<file path="src/rtl/fwd_pkg.sv">
// Shared encodings for the forwarding/hazard unit: operand-select codes,
// default "writes a register" control code and the stage control type.
package fwd_pkg;

    localparam int CTRL_W_DEF = 4;
    localparam logic [CTRL_W_DEF-1:0] WR_CODE_DEF = 4'h0;

    typedef logic [CTRL_W_DEF-1:0] ctrl_t;

    typedef enum logic [1:0] {
        FWD_RF = 2'b00,
        FWD_MW = 2'b01,
        FWD_EM = 2'b10
    } fwd_sel_t;

    // The younger producer (EX/MEM) holds the newer value, so it wins over MEM/WB.
    function automatic fwd_sel_t fwd_pick(input logic em_hit, input logic mw_hit);
        fwd_sel_t sel;
        sel = FWD_RF;
        if (em_hit) begin
            sel = FWD_EM;
        end else if (mw_hit) begin
            sel = FWD_MW;
        end
        return sel;
    endfunction

endpackage

</file>
<file path="src/rtl/fwd_hazard_unit_mul_scoreboard.sv">
// Tracks the single in-flight multiply: its destination register and the
// cycles remaining until its result can be forwarded.
module mul_scoreboard
    import fwd_pkg::*;
#(
    parameter int ADDR_W   = 4,
    parameter int MUL_LAT  = 3,
    parameter int ZERO_REG = 1
) (
    input  logic              clk,
    input  logic              rst_n,
    input  logic              issue,
    input  logic              flush,
    input  logic [ADDR_W-1:0] issue_rd,
    input  logic [ADDR_W-1:0] id_rs,
    input  logic [ADDR_W-1:0] id_rt,
    output logic              busy,
    output logic              match
);

    logic [ADDR_W-1:0] sb_rd;
    logic [3:0]        sb_cnt;

    function automatic logic reg_hit(input logic [ADDR_W-1:0] rd, input logic [ADDR_W-1:0] r);
        return (rd == r) && !((ZERO_REG != 0) && (r == '0));
    endfunction

    assign busy  = (sb_cnt != 4'd0);
    assign match = busy && (reg_hit(sb_rd, id_rs) || reg_hit(sb_rd, id_rt));

    // A flushed multiply is squashed downstream, so only the count needs clearing.
    always_ff @(posedge clk or negedge rst_n) begin
        if (!rst_n) begin
            sb_cnt <= 4'd0;
            sb_rd  <= '0;
        end else if (flush) begin
            sb_cnt <= 4'd0;
        end else if (issue) begin
            sb_cnt <= 4'(MUL_LAT);
            sb_rd  <= issue_rd;
        end else if (busy) begin
            sb_cnt <= sb_cnt - 4'd1;
        end
    end

    a_issue_when_idle: assert property (@(posedge clk) disable iff (!rst_n) issue |-> !busy);

endmodule

</file>
<file path="src/rtl/fwd_hazard_unit.sv">
// EX operand bypass selection plus decode stall generation for load-use
// hazards and the multi-cycle multiplier.
module fwd_hazard_unit
    import fwd_pkg::*;
#(
    parameter int                ADDR_W   = 4,
    parameter int                CTRL_W   = CTRL_W_DEF,
    parameter logic [CTRL_W-1:0] WR_CODE  = CTRL_W'(WR_CODE_DEF),
    parameter int                MUL_LAT  = 3,
    parameter int                ZERO_REG = 1,
    parameter int                CNT_W    = 16
) (
    input  logic              clk,
    input  logic              rst_n,
    input  logic              id_valid,
    input  logic [ADDR_W-1:0] id_rs,
    input  logic [ADDR_W-1:0] id_rt,
    input  logic [ADDR_W-1:0] id_rd,
    input  logic              id_is_mul,
    input  logic [ADDR_W-1:0] ex_rs,
    input  logic [ADDR_W-1:0] ex_rt,
    input  logic [ADDR_W-1:0] ex_rd,
    input  logic              ex_is_load,
    input  logic [ADDR_W-1:0] em_rd,
    input  logic [ADDR_W-1:0] mw_rd,
    input  logic [CTRL_W-1:0] em_ctrl,
    input  logic [CTRL_W-1:0] mw_ctrl,
    input  logic              flush,
    output logic [1:0]        fwd_a,
    output logic [1:0]        fwd_b,
    output logic              stall,
    output logic [CNT_W-1:0]  stall_cnt
);

    logic em_wr, mw_wr;
    logic load_use, raw_mul, struct_mul;
    logic sb_busy, sb_match, issue;

    function automatic logic reg_hit(input logic [ADDR_W-1:0] rd, input logic [ADDR_W-1:0] r);
        return (rd == r) && !((ZERO_REG != 0) && (r == '0));
    endfunction

    assign em_wr = (em_ctrl == WR_CODE);
    assign mw_wr = (mw_ctrl == WR_CODE);

    assign fwd_a = fwd_pick(em_wr && reg_hit(em_rd, ex_rs), mw_wr && reg_hit(mw_rd, ex_rs));
    assign fwd_b = fwd_pick(em_wr && reg_hit(em_rd, ex_rt), mw_wr && reg_hit(mw_rd, ex_rt));

    assign load_use   = ex_is_load && id_valid && (reg_hit(ex_rd, id_rs) || reg_hit(ex_rd, id_rt));
    assign raw_mul    = id_valid && sb_match;
    assign struct_mul = id_valid && id_is_mul && sb_busy;

    // Flush discards whatever sits in decode, so a stall would only hold a dead instruction.
    assign stall = (load_use || raw_mul || struct_mul) && !flush;
    assign issue = id_valid && id_is_mul && !stall && !flush;

    mul_scoreboard #(
        .ADDR_W  (ADDR_W),
        .MUL_LAT (MUL_LAT),
        .ZERO_REG(ZERO_REG)
    ) u_sb (
        .clk     (clk),
        .rst_n   (rst_n),
        .issue   (issue),
        .flush   (flush),
        .issue_rd(id_rd),
        .id_rs   (id_rs),
        .id_rt   (id_rt),
        .busy    (sb_busy),
        .match   (sb_match)
    );

    always_ff @(posedge clk or negedge rst_n) begin
        if (!rst_n) begin
            stall_cnt <= '0;
        end else if (stall && (stall_cnt != '1)) begin
            stall_cnt <= stall_cnt + CNT_W'(1);
        end
    end

    a_fwd_a_legal: assert property (@(posedge clk) disable iff (!rst_n) fwd_a != 2'b11);
    a_fwd_b_legal: assert property (@(posedge clk) disable iff (!rst_n) fwd_b != 2'b11);

endmodule

</file>
<file path="config.mk">
export PLATFORM = sky130hd
export DESIGN_NAME = fwd_hazard_unit
export DESIGN_NICKNAME = d
export VERILOG_FILES = /design/src/rtl/fwd_pkg.sv /design/src/rtl/fwd_hazard_unit_mul_scoreboard.sv /design/src/rtl/fwd_hazard_unit.sv
export SDC_FILE = /design/constraint.sdc
export NUM_CORES = 1
export LEC_CHECK = 0
export CORE_UTILIZATION = 30
export CTS_BUF_LIST = sky130_fd_sc_hd__clkbuf_4
export CTS_CLUSTER_DIAMETER = 80
export CTS_CLUSTER_SIZE = 16
export DETAILED_ROUTE_END_ITERATION = 10
export GPL_TIMING_DRIVEN = 0
export SLEW_MARGIN = 20
export SYNTH_ARGS = -nofsm -noshare
export SYNTH_HDL_FRONTEND = slang
export SYNTH_HIERARCHICAL = 1
export SYNTH_SLANG_ARGS = --single-unit
export TNS_END_PERCENT = 10
</file>
<file path="constraint.sdc">
create_clock -name clk -period 2.85 [get_ports clk]
set_clock_uncertainty 0.15 [all_clocks]
set_input_delay 0.285 -clock clk [delete_from_list [all_inputs] [get_ports clk]]
set_output_delay 0.285 -clock clk [all_outputs]
set_load 0.05 [all_outputs]
</file>
# Yosys cells after proc, flatten, opt, wreduce, memory -nomap -nowiden
# Index checks and enable logic that the tools add are counted.
# Widths: inputs -> output; s select.
# op_classes
add_sub_neg	2
bitwise_logic	1
n_eq_ne	9
reduce_logical	41
n_mux	7
# ops
cell	n
$eq 4x4->1	8
$logic_not 4->1	6
$logic_and 1x1->1	22
$add 16x1->16 const B	1
$ne 16x16->1 const B	1
$mux 4	3
$logic_not 1->1	6
$logic_or 1x1->1	4
$mux 2	2
$reduce_bool 4->1	1
$sub 4x1->4 const B	1
$reduce_bool 3->1	1
$mux 1	2
$reduce_and 2->1	1
$not 1->1	1
# totals
wordCells	63
regBits	24
in_bits	46

# Longest topological paths before layout
# Gate-level depths: netlist of the first run.
# depth
depth_word	14
mapped_depth	12
depth_no_buf	10

# Modules after synthesis
# Netlist of the first run, hierarchy kept.
# modules_own_cells
mod	n_inst	area_per_inst_um2	cells_each
fwd_hazard_unit	1	1227.4	133
mul_scoreboard	1	489.2	47

# Worst setup path after synthesis of the first run
# OpenSTA, ideal clock, no wires.
# synth_timing
kind	in2out
startpoint	input ex_rt[0]
endpoint	output fwd_b[0]
t_required_ns	2.415
n_path_buf	0
arrival_ns	2.752
path_slack_ns	-0.337
stages	4
path_cell_list	or4_1 > nand4_1 > nor3_1 > nor4_1
# synth_via
elab_chain_cells	6
word_cells_on_any_way	10
# synth_rtl
element	line_no	source
from (decl)	fwd_hazard_unit.sv:21	input logic [ADDR_W-1:0] ex_rt,
$logic_not 4->1	fwd_hazard_unit.sv:40	return (rd == r) && !((ZERO_REG != 0) && (r == '0));
$logic_not 1->1	fwd_hazard_unit.sv:40	
$logic_and 1x1->1	fwd_hazard_unit.sv:40	
$logic_and 1x1->1	fwd_hazard_unit.sv:47	assign fwd_b = fwd_pick(em_wr && reg_hit(em_rd, ex_rt), mw_wr && reg_hit(mw_rd, ex_rt));
$mux 1	fwd_pkg.sv:22	end else if (mw_hit) begin
$mux 2 *	fwd_pkg.sv:20	if (em_hit) begin
to (decl)	fwd_hazard_unit.sv:30	output logic [1:0] fwd_b,
# Mark *: on every way between the ends. The rest lies on a longest branch, timed or not.

# Final worst setup path of the first run
# layout_timing
startpoint	register u_sb.sb_cnt[0]
endpoint	output stall
# layout_via
elab_chain_cells	6
word_cells_on_any_way	7
# layout_rtl
element	line_no	source
from (decl)	fwd_hazard_unit_mul_scoreboard.sv:22	logic [3:0] sb_cnt;
from (signal assigned)	fwd_hazard_unit_mul_scoreboard.sv:39	sb_cnt <= 4'(MUL_LAT);
from (signal assigned)	fwd_hazard_unit_mul_scoreboard.sv:42	sb_cnt <= sb_cnt - 4'd1;
$reduce_bool 4->1	fwd_hazard_unit_mul_scoreboard.sv:28	assign busy = (sb_cnt != 4'd0);
via sb_busy	fwd_hazard_unit.sv:37	logic sb_busy, sb_match, issue;
$logic_and 1x1->1	fwd_hazard_unit_mul_scoreboard.sv:29	assign match = busy && (reg_hit(sb_rd, id_rs) || reg_hit(sb_rd, id_rt));
via sb_match	fwd_hazard_unit.sv:37	
$logic_and 1x1->1	fwd_hazard_unit.sv:50	assign raw_mul = id_valid && sb_match;
$logic_or 1x1->1 (2 in series)	fwd_hazard_unit.sv:54	assign stall = (load_use || raw_mul || struct_mul) && !flush;
$logic_and 1x1->1	fwd_hazard_unit.sv:54	
to (decl)	fwd_hazard_unit.sv:31	output logic stall,
# The timed path passes the listed nets, and every way through them passes these cells.

==> flow_summary_export.csv, run 1 <==
group,metric,value,unit
die,core_area,5507,um^2
die,initial_core_util,31.17,%
die,die_w,77.65,um
grt,grt_max_degree,25,
worst_setup_path,reg2reg_depth,10,
worst_setup_path,cp_slowest_stage_delay,420,ps
routing,drt-pass1-iter-count,4,
clocking,cts_htree_levels,1,
sta,relSlewSlack,64.81,%
synthesis,yosys_warnings,6,
routing,num_vias,1620,
clocking,cts-root-buf,"clkbuf_4",
placement,place_area,2479,um^2
sta,slew_violations,0,
sta,rsz0062_at_grt,"yes",
die,fp.dieH,77.65,um
clocking,cts_made_buffers,3,
placement,pre_cts_ws,-412.8,ps
grt,antenna_found_initial,0,
power,p_int,861.2,uW
power,pwr-share-clk,10.0,%
power,report.power.total,1.430,mW
die,die_area,6029,um^2
worst_setup_path,path_class,"reg -> out",
finish,areaGrowthSynthToFinish,50.73,%
finish,final_cell_area,2587,um^2
synthesis,ys_ff_latch,24,
grt,grt_pass1_vias,1602,
worst_setup_path,cp-end-kind,"primary output",
routing,remaining_drc_errors,0,
power,switching_power,569.2,uW
routing,drt_wl_total,4364,um
worst_setup_path,path_cells,"inv_1 -> ha_2 -> or3b_4 -> nand4_1 -> o22ai_2 -> a21o_1 -> nand2_2 -> o221ai_4 -> and2_4 -> buf_8",
synthesis,synthArstFlopShare,100.0,%
clocking,clock_path_buffers,2,
power,seq_power_share,35.2,%
worst_setup_path,critical_path_peak_fanout,6,
sta,fmax,0.3570,GHz
synthesis,synth.most_common_cell,"xnor2_1",
worst_setup_path,critPathArrivalTime,2370,ps
grt,track_usage,14.46,%
synthesis,synth_common_cells,"xnor2_1, dfrtp_1, nand4_1, nor3_1, a21oi_1",
die,rows,27,
sta,final-setup-viol-count,0,
sta,setup_tns,0,ps
power,power_density,552.8,nW/um^2
power,p_comb_share,54.8,%
placement,place_hpwl,3379,um
clocking,cts_tree,"done",
hold_path,min_path_type,"in -> async",
sta,worstMarginPinSlew,527.9,ps
placement,io_buffers,66,
placement,gp_congestion,0.7945,
synthesis,synth_nets,228,
sta,fin_crit,2801,ps
synthesis,ys.flop_type,"dfrtp_1",
finish,post-route-util,46.99,%
grt,grt_overflow,0,
sta,timing.final.ws_setup,48.90,ps
worst_setup_path,critPathRequiredTime,2410,ps
outcome,status,"finished clean",
power,vdd_drop_max,0.2503,mV
synthesis,synth_top_cell_by_area,"dfrtp_1",
sta,hold_ws,323.7,ps
clocking,insertion_delay,300,ps
routing,drt_iter0_markers,22,
synthesis,ys_seq_area_share,34.99,%
power,total_leakage_power,0.9843,nW
synthesis,avgSynthCellArea,9.537,um^2
finish,num_antenna_cells,0,
finish,n_fill_cell,541,
worst_setup_path,r2r_start,"u_sb/sb_cnt[0]",
worst_setup_path,cp_slowest_cell,"dfrtp_1",
synthesis,synth_top_cell_area_share,34.99,%
sta,finalCritPeriodShare,98.28,%
synthesis,synth_area_leaders,"dfrtp_1, xnor2_1, nand4_1, nor3_1, mux2_2",
sta,hold_viol,0,
synthesis,synth-edff-count,0,
synthesis,ys_types,39,
grt,grt_pass1_wl,7120,um
clocking,clock_sinks,24,
clocking,path_clk_slew,120,ps
job,maxCapViolCount,0,
routing,via_per_inst,4.939,
finish,drive_gt1_share,14.84,%
routing,postRouteAntennaNets,0,
routing,wl_per_cell,13.30,um
worst_setup_path,crit_path_start_kind,"flip-flop",
worst_setup_path,reg2reg_slack,170,ps
finish,final_cells,328,
power,power_switching_share,39.79,%
worst_setup_path,rr_endpoint,"u_sb/sb_rd[2]",
synthesis,syn_inst,180,
finish,nets,306,
placement,placedCellCount,318,
die,io_pins,67,
synthesis,syn_area,1717,um^2
-- logic make-up (layout without fill, tap and decap cells) --
group / count (synthesis) / in the layout / share of synthesized area [%]
compound gates: 23 / 23 / 10.06
xor+xnor: 39 / 39 / 19.90
fa+ha+maj: 2 / 2 / 1.457
buf+inv: 6 / 82 / 2.186
flops: 24 / 24 / 34.99
mux: 7 / 7 / 4.810
simple gates: 79 / 79 / 26.60
-- how the worst max path moves through the flow --
stage | from | endpoint | slack [ps] | depth (start not counted)
6_report | u_sb/sb_cnt[0] | stall | 50 | 10
5_1_grt | u_sb/sb_cnt[0] | stall | -100 | 10
4_1_cts | u_sb/sb_cnt[0] | u_sb/sb_rd[2] | -150 | 11
3_5_place_dp | id_rs[0] | stall | -410 | 9
3_3_place_gp | id_rs[0] | stall | -400 | 9
2_1_floorplan | em_ctrl[1] | fwd_a[0] | -30 | 4
-- what timing repair did --
item / CTS / global route
setup endpoints to repair: 7 / 8
hold endpoints to repair: 0 / 24
hold buffers: 0 / 1
gates resized for setup: 9 / 15
pin swaps: 0 / 1
setup buffers: 0 / 7
-- registers in the layout, summed over array words and instances, names as in the netlist --
| signal | flops |
|---|---|
| stall_cnt | 16 |
| u_sb/sb_rd | 4 |
| u_sb/sb_cnt | 4 |
-- cell usage in the layout (no fill, tap or decap), drive strengths merged, types with 2 or more instances in the layout --
master and n:
mux2 7, dfrtp 24, a31oi 2, nor3 12
nand4 13, nand3 10, nand4b 2, clkbuf 4
nand2 10, a21oi 12, nor4 3, buf 10
nor2 9, or3 3, xor2 6, or4 3
and3 4, inv 4, clkdlybuf4s50 61, ha 2
xnor2 33, and2 4, nor4b 2, o22ai 3
-- routing by layer --
metal	wire (um)	global-route usage (%)	part of all wire (%)
met5	0	0	0
met4	40	3.962	0.92
met3	270	2.353	6.2
met2	2120	26.11	49
met1	1931	17.59	44
-- cell type report --
class	count	area (um^2)	share of cell area, %
Multi-Input combinational cell	150	1129	43.62
Timing Repair Buffer	74	719.4	27.80
Sequential cell	24	600.6	23.21
Tap cell	72	90.09	3.482
Clock buffer	3	22.52	0.8704
Inverter	4	15.01	0.5803
Buffer	1	11.26	0.4352
-- power groups by stage --
| stage | combinational, mW | clock [mW] | sequential, mW |
|---|---|---|---|
| final | 0.784 | 0.143 | 0.504 |
| after global routing | 0.848 | 0.168 | 0.517 |
| after CTS | 0.719 | 0.152 | 0.503 |
| after detailed placement | 0.714 | 0 | 0.510 |
| after global placement | 0.705 | 0 | 0.506 |
| after floorplan | 0.388 | 0 | 0.601 |
-- worst max-delay path, delay by kind of cell (launching register included) --
| family | cells | cell delay (ps) |
|---|---|---|
| compound gates | 3 | 430 |
| buf+inv | 2 | 220 |
| fa+ha+maj | 1 | 160 |
| simple gates | 4 | 840 |
| flops | 1 | 420 |
Note: power is estimated with default switching activity, not from simulation.
==> inputs of run 2 (changes only) <==
Settings changed: CAP_MARGIN set to 30.
==> run 2 against run 1 <==
Net effect: count of clock-buffer cells in the layout did not move; largest cell class unchanged; sequential cell count stayed put; clock power about the same; non-clock buffer count up 1; die area unchanged.
==> flow_summary_export.csv, run 2 (synthesis gave the netlist of run 1 again) <==
group,metric,value,unit
outcome,status,"finished clean",
die,die_area,6029,um^2
worst_setup_path,rr_endpoint,"u_sb/sb_rd[2]",
finish,areaGrowthSynthToFinish,52.70,%
die,initial_core_util,31.17,%
worst_setup_path,path_cells,"inv_1 -> ha_4 -> or3b_1 -> buf_6 -> nand4_1 -> o22ai_2 -> a21o_1 -> nand2_2 -> o221ai_4 -> and2_4 -> buf_6",
worst_setup_path,critPathRequiredTime,2410,ps
finish,final_cells,329,
die,io_pins,67,
placement,place_hpwl,3424,um
routing,via_per_inst,4.951,
grt,grt_max_degree,17,
clocking,path_clk_slew,130,ps
sta,fmax,0.3530,GHz
power,total_leakage_power,1.019,nW
power,report.power.total,1.441,mW
sta,hold_viol,0,
job,maxCapViolCount,0,
power,seq_power_share,34.6,%
sta,slew_violations,0,
worst_setup_path,cp-end-kind,"primary output",
worst_setup_path,critical_path_peak_fanout,6,
clocking,cts_htree_levels,1,
finish,mostFrequentLayoutCells,"clkdlybuf4s50_1, xnor2_1, dfrtp_1",
grt,antenna_found_initial,0,
finish,num_antenna_cells,0,
finish,nets,307,
grt,grt_overflow,0,
finish,post-route-util,47.60,%
sta,finalCritPeriodShare,99.40,%
worst_setup_path,crit_path_start_kind,"flip-flop",
finish,largestRegisters,"stall_cnt: 16 flops, u_sb/sb_cnt: 4 flops, u_sb/sb_rd: 4 flops",
routing,drt-pass1-iter-count,4,
clocking,clock_path_buffers,2,
placement,io_buffers,66,
clocking,clock_sinks,24,
clocking,cts_made_buffers,3,
routing,remaining_drc_errors,0,
finish,final_common_cell,"clkdlybuf4s50_1",
grt,grt_pass1_vias,1584,
hold_path,min_path_type,"in -> async",
routing,drt_iter0_markers,36,
worst_setup_path,cp_slowest_stage_delay,410,ps
clocking,cts_tree,"done",
finish,largest_reg_flops,16,
die,core_area,5507,um^2
placement,gp_congestion,0.7945,
placement,pre_cts_ws,-414.3,ps
finish,top_register,"stall_cnt",
routing,drt_wl_total,4250,um
grt,grt_pass1_wl,7058,um
sta,relSlewSlack,64.88,%
power,p_comb_share,55.3,%
routing,postRouteAntennaNets,0,
power,power_density,549.7,nW/um^2
die,die_w,77.65,um
worst_setup_path,reg2reg_depth,11,
power,pwr-share-clk,10.1,%
power,power_switching_share,39.26,%
sta,fin_crit,2833,ps
routing,wl_per_cell,12.92,um
worst_setup_path,cp_common_cell,"buf_6",
worst_setup_path,critPathArrivalTime,2400,ps
worst_setup_path,path_class,"reg -> out",
clocking,hold_buffers,0,
sta,worstMarginPinSlew,525.1,ps
placement,placedCellCount,319,
sta,rsz0062_at_grt,"yes",
clocking,insertion_delay,310,ps
worst_setup_path,r2r_start,"u_sb/sb_cnt[0]",
power,p_int,875.3,uW
clocking,cts-root-buf,"clkbuf_4",
power,switching_power,565.6,uW
grt,track_usage,14.26,%
die,fp.dieH,77.65,um
worst_setup_path,cp_slowest_cell,"dfrtp_1",
finish,drive_gt1_share,14.40,%
power,vdd_drop_max,0.2316,mV
sta,timing.final.ws_setup,16.97,ps
die,rows,27,
sta,final-setup-viol-count,0,
sta,setup_tns,0,ps
routing,num_vias,1629,
worst_setup_path,reg2reg_slack,80,ps
-- run 2: per-stage QoR --
stage,instance area [um^2],hold WS [ps]
2_1_floorplan,1728,-160.6
3_3_place_gp,2479,355.2
3_5_place_dp,2506,358.8
4_1_cts,2526,162.7
5_1_grt,2621,166.5
6_report,2621,143.8
-- run 2: worst max-delay path by stage --
stage	from	to	slack (ps)
detailed placement	id_rs[0]	stall	-410
global placement	id_rs[0]	stall	-400
CTS	u_sb/sb_cnt[0]	u_sb/sb_rd[2]	-140
global route	u_sb/sb_cnt[0]	stall	-120
floorplan	em_ctrl[1]	fwd_a[0]	-30
finish	u_sb/sb_cnt[0]	stall	20
-- run 2: layout make-up --
class	count	area, um^2
clock buffer	3	22.52
tap	72	90.09
sequential	24	600.6
fill	547	2885
buffer	2	22.52
inverter	4	15.01
multi-input combinational	150	1125
timing repair buffer	74	745.7
-- run 2: routing by layer --
layer | share of wire (%) | global-route usage, %
met4 | 0.40 | 3.396
met3 | 7.4 | 2.118
met1 | 44 | 17.96
met5 | 0 | 0
met2 | 48 | 25.40
-- run 2: power by group through the flow --
| stage | clock network, mW | logic (mW) | registers [mW] |
|---|---|---|---|
| 2_1_floorplan | 0 | 0.388 | 0.601 |
| 3_3_place_gp | 0 | 0.705 | 0.506 |
| 3_5_place_dp | 0 | 0.718 | 0.509 |
| 4_1_cts | 0.151 | 0.722 | 0.501 |
| 5_1_grt | 0.168 | 0.860 | 0.515 |
| 6_report | 0.146 | 0.797 | 0.499 |
-- run 2: critical path, delay by kind of cell, from the launching register on --
kind	cells	cell delay, ps
flops	1	410
fa+ha+maj	1	140
simple gates	4	740
compound gates	3	410
buf+inv	3	390
-- run 2: repair_timing --
action / CTS / global route
endpoints found under the setup margin: 7 / 8
pin swaps: 0 / 1
resized for setup: 9 / 12
setup buffers: 0 / 7
==> inputs of run 3 (changes only) <==
Settings changed: SYNTH_HIERARCHICAL 1 to unset.
==> run 3 against run 2 <==
Net effect: via count is 5.9% lower; design area decreased by 4.7%; power decreased by 3.0%; sequential share of layout area grew 1.1 points; area after synthesis fell by 4.4%; critical path type is now in -> out; largest cell class unchanged.
==> flow_summary_export.csv, run 3 <==
group,metric,value,unit
outcome,status,"finished clean",
sta,worstMarginPinSlew,582.2,ps
routing,remaining_drc_errors,0,
job,maxCapViolCount,0,
finish,mostFrequentLayoutCells,"clkdlybuf4s50_1, dfrtp_1, xnor2_1",
placement,io_buffers,66,
die,die_area,5771,um^2
grt,grt_max_degree,16,
finish,areaGrowthSynthToFinish,52.13,%
grt,track_usage,15.27,%
finish,top_register,"stall_cnt",
synthesis,synthArstFlopShare,100.0,%
die,io_pins,67,
routing,wl_met3,237,um
clocking,path_clk_slew,140,ps
sta,fmax,0.3631,GHz
worst_setup_path,crit_path_start_kind,"input pin",
power,power_switching_share,40.51,%
finish,final_common_cell,"clkdlybuf4s50_1",
synthesis,synth_area_leaders,"dfrtp_1, xnor2_1, xor2_1, nand4_1, nor3_1",
die,fp.dieH,75.97,um
finish,post-route-util,48.28,%
sta,fin_crit,2754,ps
worst_setup_path,rr_endpoint,"stall_cnt[1]",
synthesis,synth_top_family_by_area,"simple AND/OR/NAND/NOR gates",
clocking,cts_htree_levels,1,
synthesis,synth.mux.area_fraction,4.116,%
power,seq_power_share,36.5,%
clocking,clock_path_buffers,2,
synthesis,synth_compound_area_share,5.564,%
die,core_area,5172,um^2
synthesis,synth_nets,224,
routing,postRouteAntennaNets,0,
clocking,clock_sinks,24,
routing,drt-pass1-iter-count,4,
power,total_leakage_power,1.073,nW
sta,final-setup-viol-count,0,
sta,setup_tns,0,ps
synthesis,syn_inst,175,
synthesis,synth-adder-area-share,2.287,%
synthesis,ys_ff_latch,24,
sta,finalCritPeriodShare,96.64,%
synthesis,synth_common_cells,"dfrtp_1, xnor2_1, xor2_1",
worst_setup_path,path_class,"in -> out",
worst_setup_path,critPathArrivalTime,2320,ps
routing,highest_layer,"met4",
sta,slew_violations,0,
finish,num_antenna_cells,0,
synthesis,synth_top_cell_area_share,36.59,%
synthesis,syn_area,1642,um^2
worst_setup_path,critPathLaunch,"id_rs[2]",
synthesis,yosys_warnings,0,
worst_setup_path,cp_slowest_stage_delay,480,ps
die,die_w,75.97,um
placement,gp_congestion,0.7716,
placement,place_hpwl,3245,um
clocking,insertion_delay,310,ps
worst_setup_path,cp_slowest_cell,"clkdlybuf4s50_1",
routing,wl_met1,2076,um
routing,routed-wl-met2,1849,um
finish,nets,299,
hold_path,min_path_type,"in -> async",
worst_setup_path,critPathRequiredTime,2410,ps
worst_setup_path,r2r_start,"u_sb.sb_cnt[0]",
worst_setup_path,cp-endpoint,"stall",
synthesis,ys.flop_type,"dfrtp_1",
routing,via_per_inst,4.806,
synthesis,synth.most_common_cell,"dfrtp_1",
grt,grt_pass1_wl,7410,um
clocking,cts_tree,"done",
synthesis,ys_types,29,
grt,grt_pass1_vias,1572,
power,p_int,831.8,uW
routing,num_vias,1533,
worst_setup_path,reg2reg_depth,8,
power,vdd_drop_max,0.5502,mV
die,rows,26,
synthesis,ys_seq_area_share,36.59,%
sta,relSlewSlack,61.07,%
worst_setup_path,critical_path_peak_fanout,10,
worst_setup_path,cp-end-kind,"primary output",
synthesis,avgSynthCellArea,9.380,um^2
routing,drt_wl_total,4177,um
power,p_comb_share,52.4,%
routing,drt_iter0_markers,11,
finish,drive_gt1_share,7.631,%
sta,hold_viol,0,
clocking,cts-root-buf,"clkbuf_4",
die,initial_core_util,31.74,%
power,switching_power,566.4,uW
power,pwr-share-clk,11.1,%
synthesis,synth_xor_area_share,22.94,%
clocking,cts_made_buffers,3,
power,power_density,559.9,nW/um^2
finish,largestRegisters,"stall_cnt: 16 flops, u_sb.sb_cnt: 4 flops, u_sb.sb_rd: 4 flops",
synthesis,synth-edff-count,0,
routing,wl_per_cell,13.09,um
finish,largest_reg_flops,16,
sta,rsz0062_at_grt,"yes",
synthesis,synth_top_cell_by_area,"dfrtp_1",
worst_setup_path,reg2reg_slack,320,ps
worst_setup_path,path_cells,"clkdlybuf4s50_1 -> nor3_1 -> o21ai_0 -> a41o_1 -> a2111oi_4 -> buf_6 -> nor2_1 -> clkdlybuf4s15_2",
synthesis,yosys.area_share.simple,26.68,%
grt,antenna_found_initial,0,
grt,grt_overflow,0,
## run 3: cell count changes after synthesis, moves of 3 or more
| cell | before | now |
|---|---|---|
| and3_1 | 3 | 6 |
| o22ai_1 | 3 | 0 |
| xor2_1 | 6 | 21 |
| mux2_1 | 1 | 4 |
| nor2_1 | 9 | 13 |
| mux2_2 | 5 | 2 |
| nand3_1 | 10 | 7 |
| nor4_1 | 3 | 6 |
| xnor2_1 | 33 | 22 |
| nor3_1 | 12 | 15 |
| a21oi_1 | 11 | 8 |
## run 3: cell families (layout without fill, tap and decap cells)
family                     after synthesis  in the layout
and+or+nand+nor                         81             81
xor gates and xnor gates                43             43
DFF                                     24             24
AOI/OAI and AO/OA                       12             12
muxes                                    6              6
buffers and inverters                    6             80
adders and majority gates                3              3
## run 3: worst min-delay path by stage
stage,start,to,slack (ps)
5_1_grt,rst_n,stall_cnt[12],180
2_1_floorplan,rst_n,stall_cnt[0],-160
3_3_place_gp,stall_cnt[15],stall_cnt[15],320
4_1_cts,rst_n,stall_cnt[12],170
6_report,rst_n,stall_cnt[12],170
3_5_place_dp,stall_cnt[15],stall_cnt[15],320
## run 3: repair_timing
item	4_1_cts	5_1_grt
gates resized for setup	5	8
pin swaps	1	0
hold buffers	0	0
buffers inserted	1	2
setup endpoints to repair	2	5
## run 3: critical path, delay by kind of cell
family	cells	cell delay, ps
buf+inv	3	1000
compound gates	3	780
simple gates	2	250
## run 3: metrics by stage
| step | setup slack (ps) | power (mW) | instance area (um^2) | std cells | hold slack, ps |
|---|---|---|---|---|---|
| after global routing | -40.31 | 1.502 | 2497 | 319 | 178.2 |
| after CTS | -4.727 | 1.366 | 2469 | 317 | 165.1 |
| final | 95.75 | 1.398 | 2497 | 319 | 170.0 |
| after detailed placement | -744.6 | 1.178 | 2429 | 312 | 323.3 |
| after floorplan | -33.94 | 0.9457 | 1653 | 175 | -160.6 |
| after global placement | -754.8 | 1.165 | 2401 | 311 | 324.0 |
## run 3: area by class of cell
class                   count  area [um^2]
multi-input cells         145         1035
well taps                  70        87.58
plain buffers               3        22.52
inverters                   3        11.26
flip-flops and latches     24        600.6
clock inverters             1        3.754
clock buffers               3        22.52
repair buffers             70        714.4
fillers                   477         2675
## run 3: power groups by stage
stage | Sequential (mW) | Combinational, mW | Clock (mW)
2_1_floorplan | 0.589 | 0.356 | 0
3_3_place_gp | 0.514 | 0.651 | 0
3_5_place_dp | 0.512 | 0.666 | 0
4_1_cts | 0.510 | 0.690 | 0.166
5_1_grt | 0.526 | 0.795 | 0.181
6_report | 0.510 | 0.733 | 0.155
## run 3: routing by layer
layer	track usage [%]	vias to the layer above
li1	-	780
met1	20.80	700
met2	25.55	51
met3	2.275	2
met4	3.462	0
met5	0	-
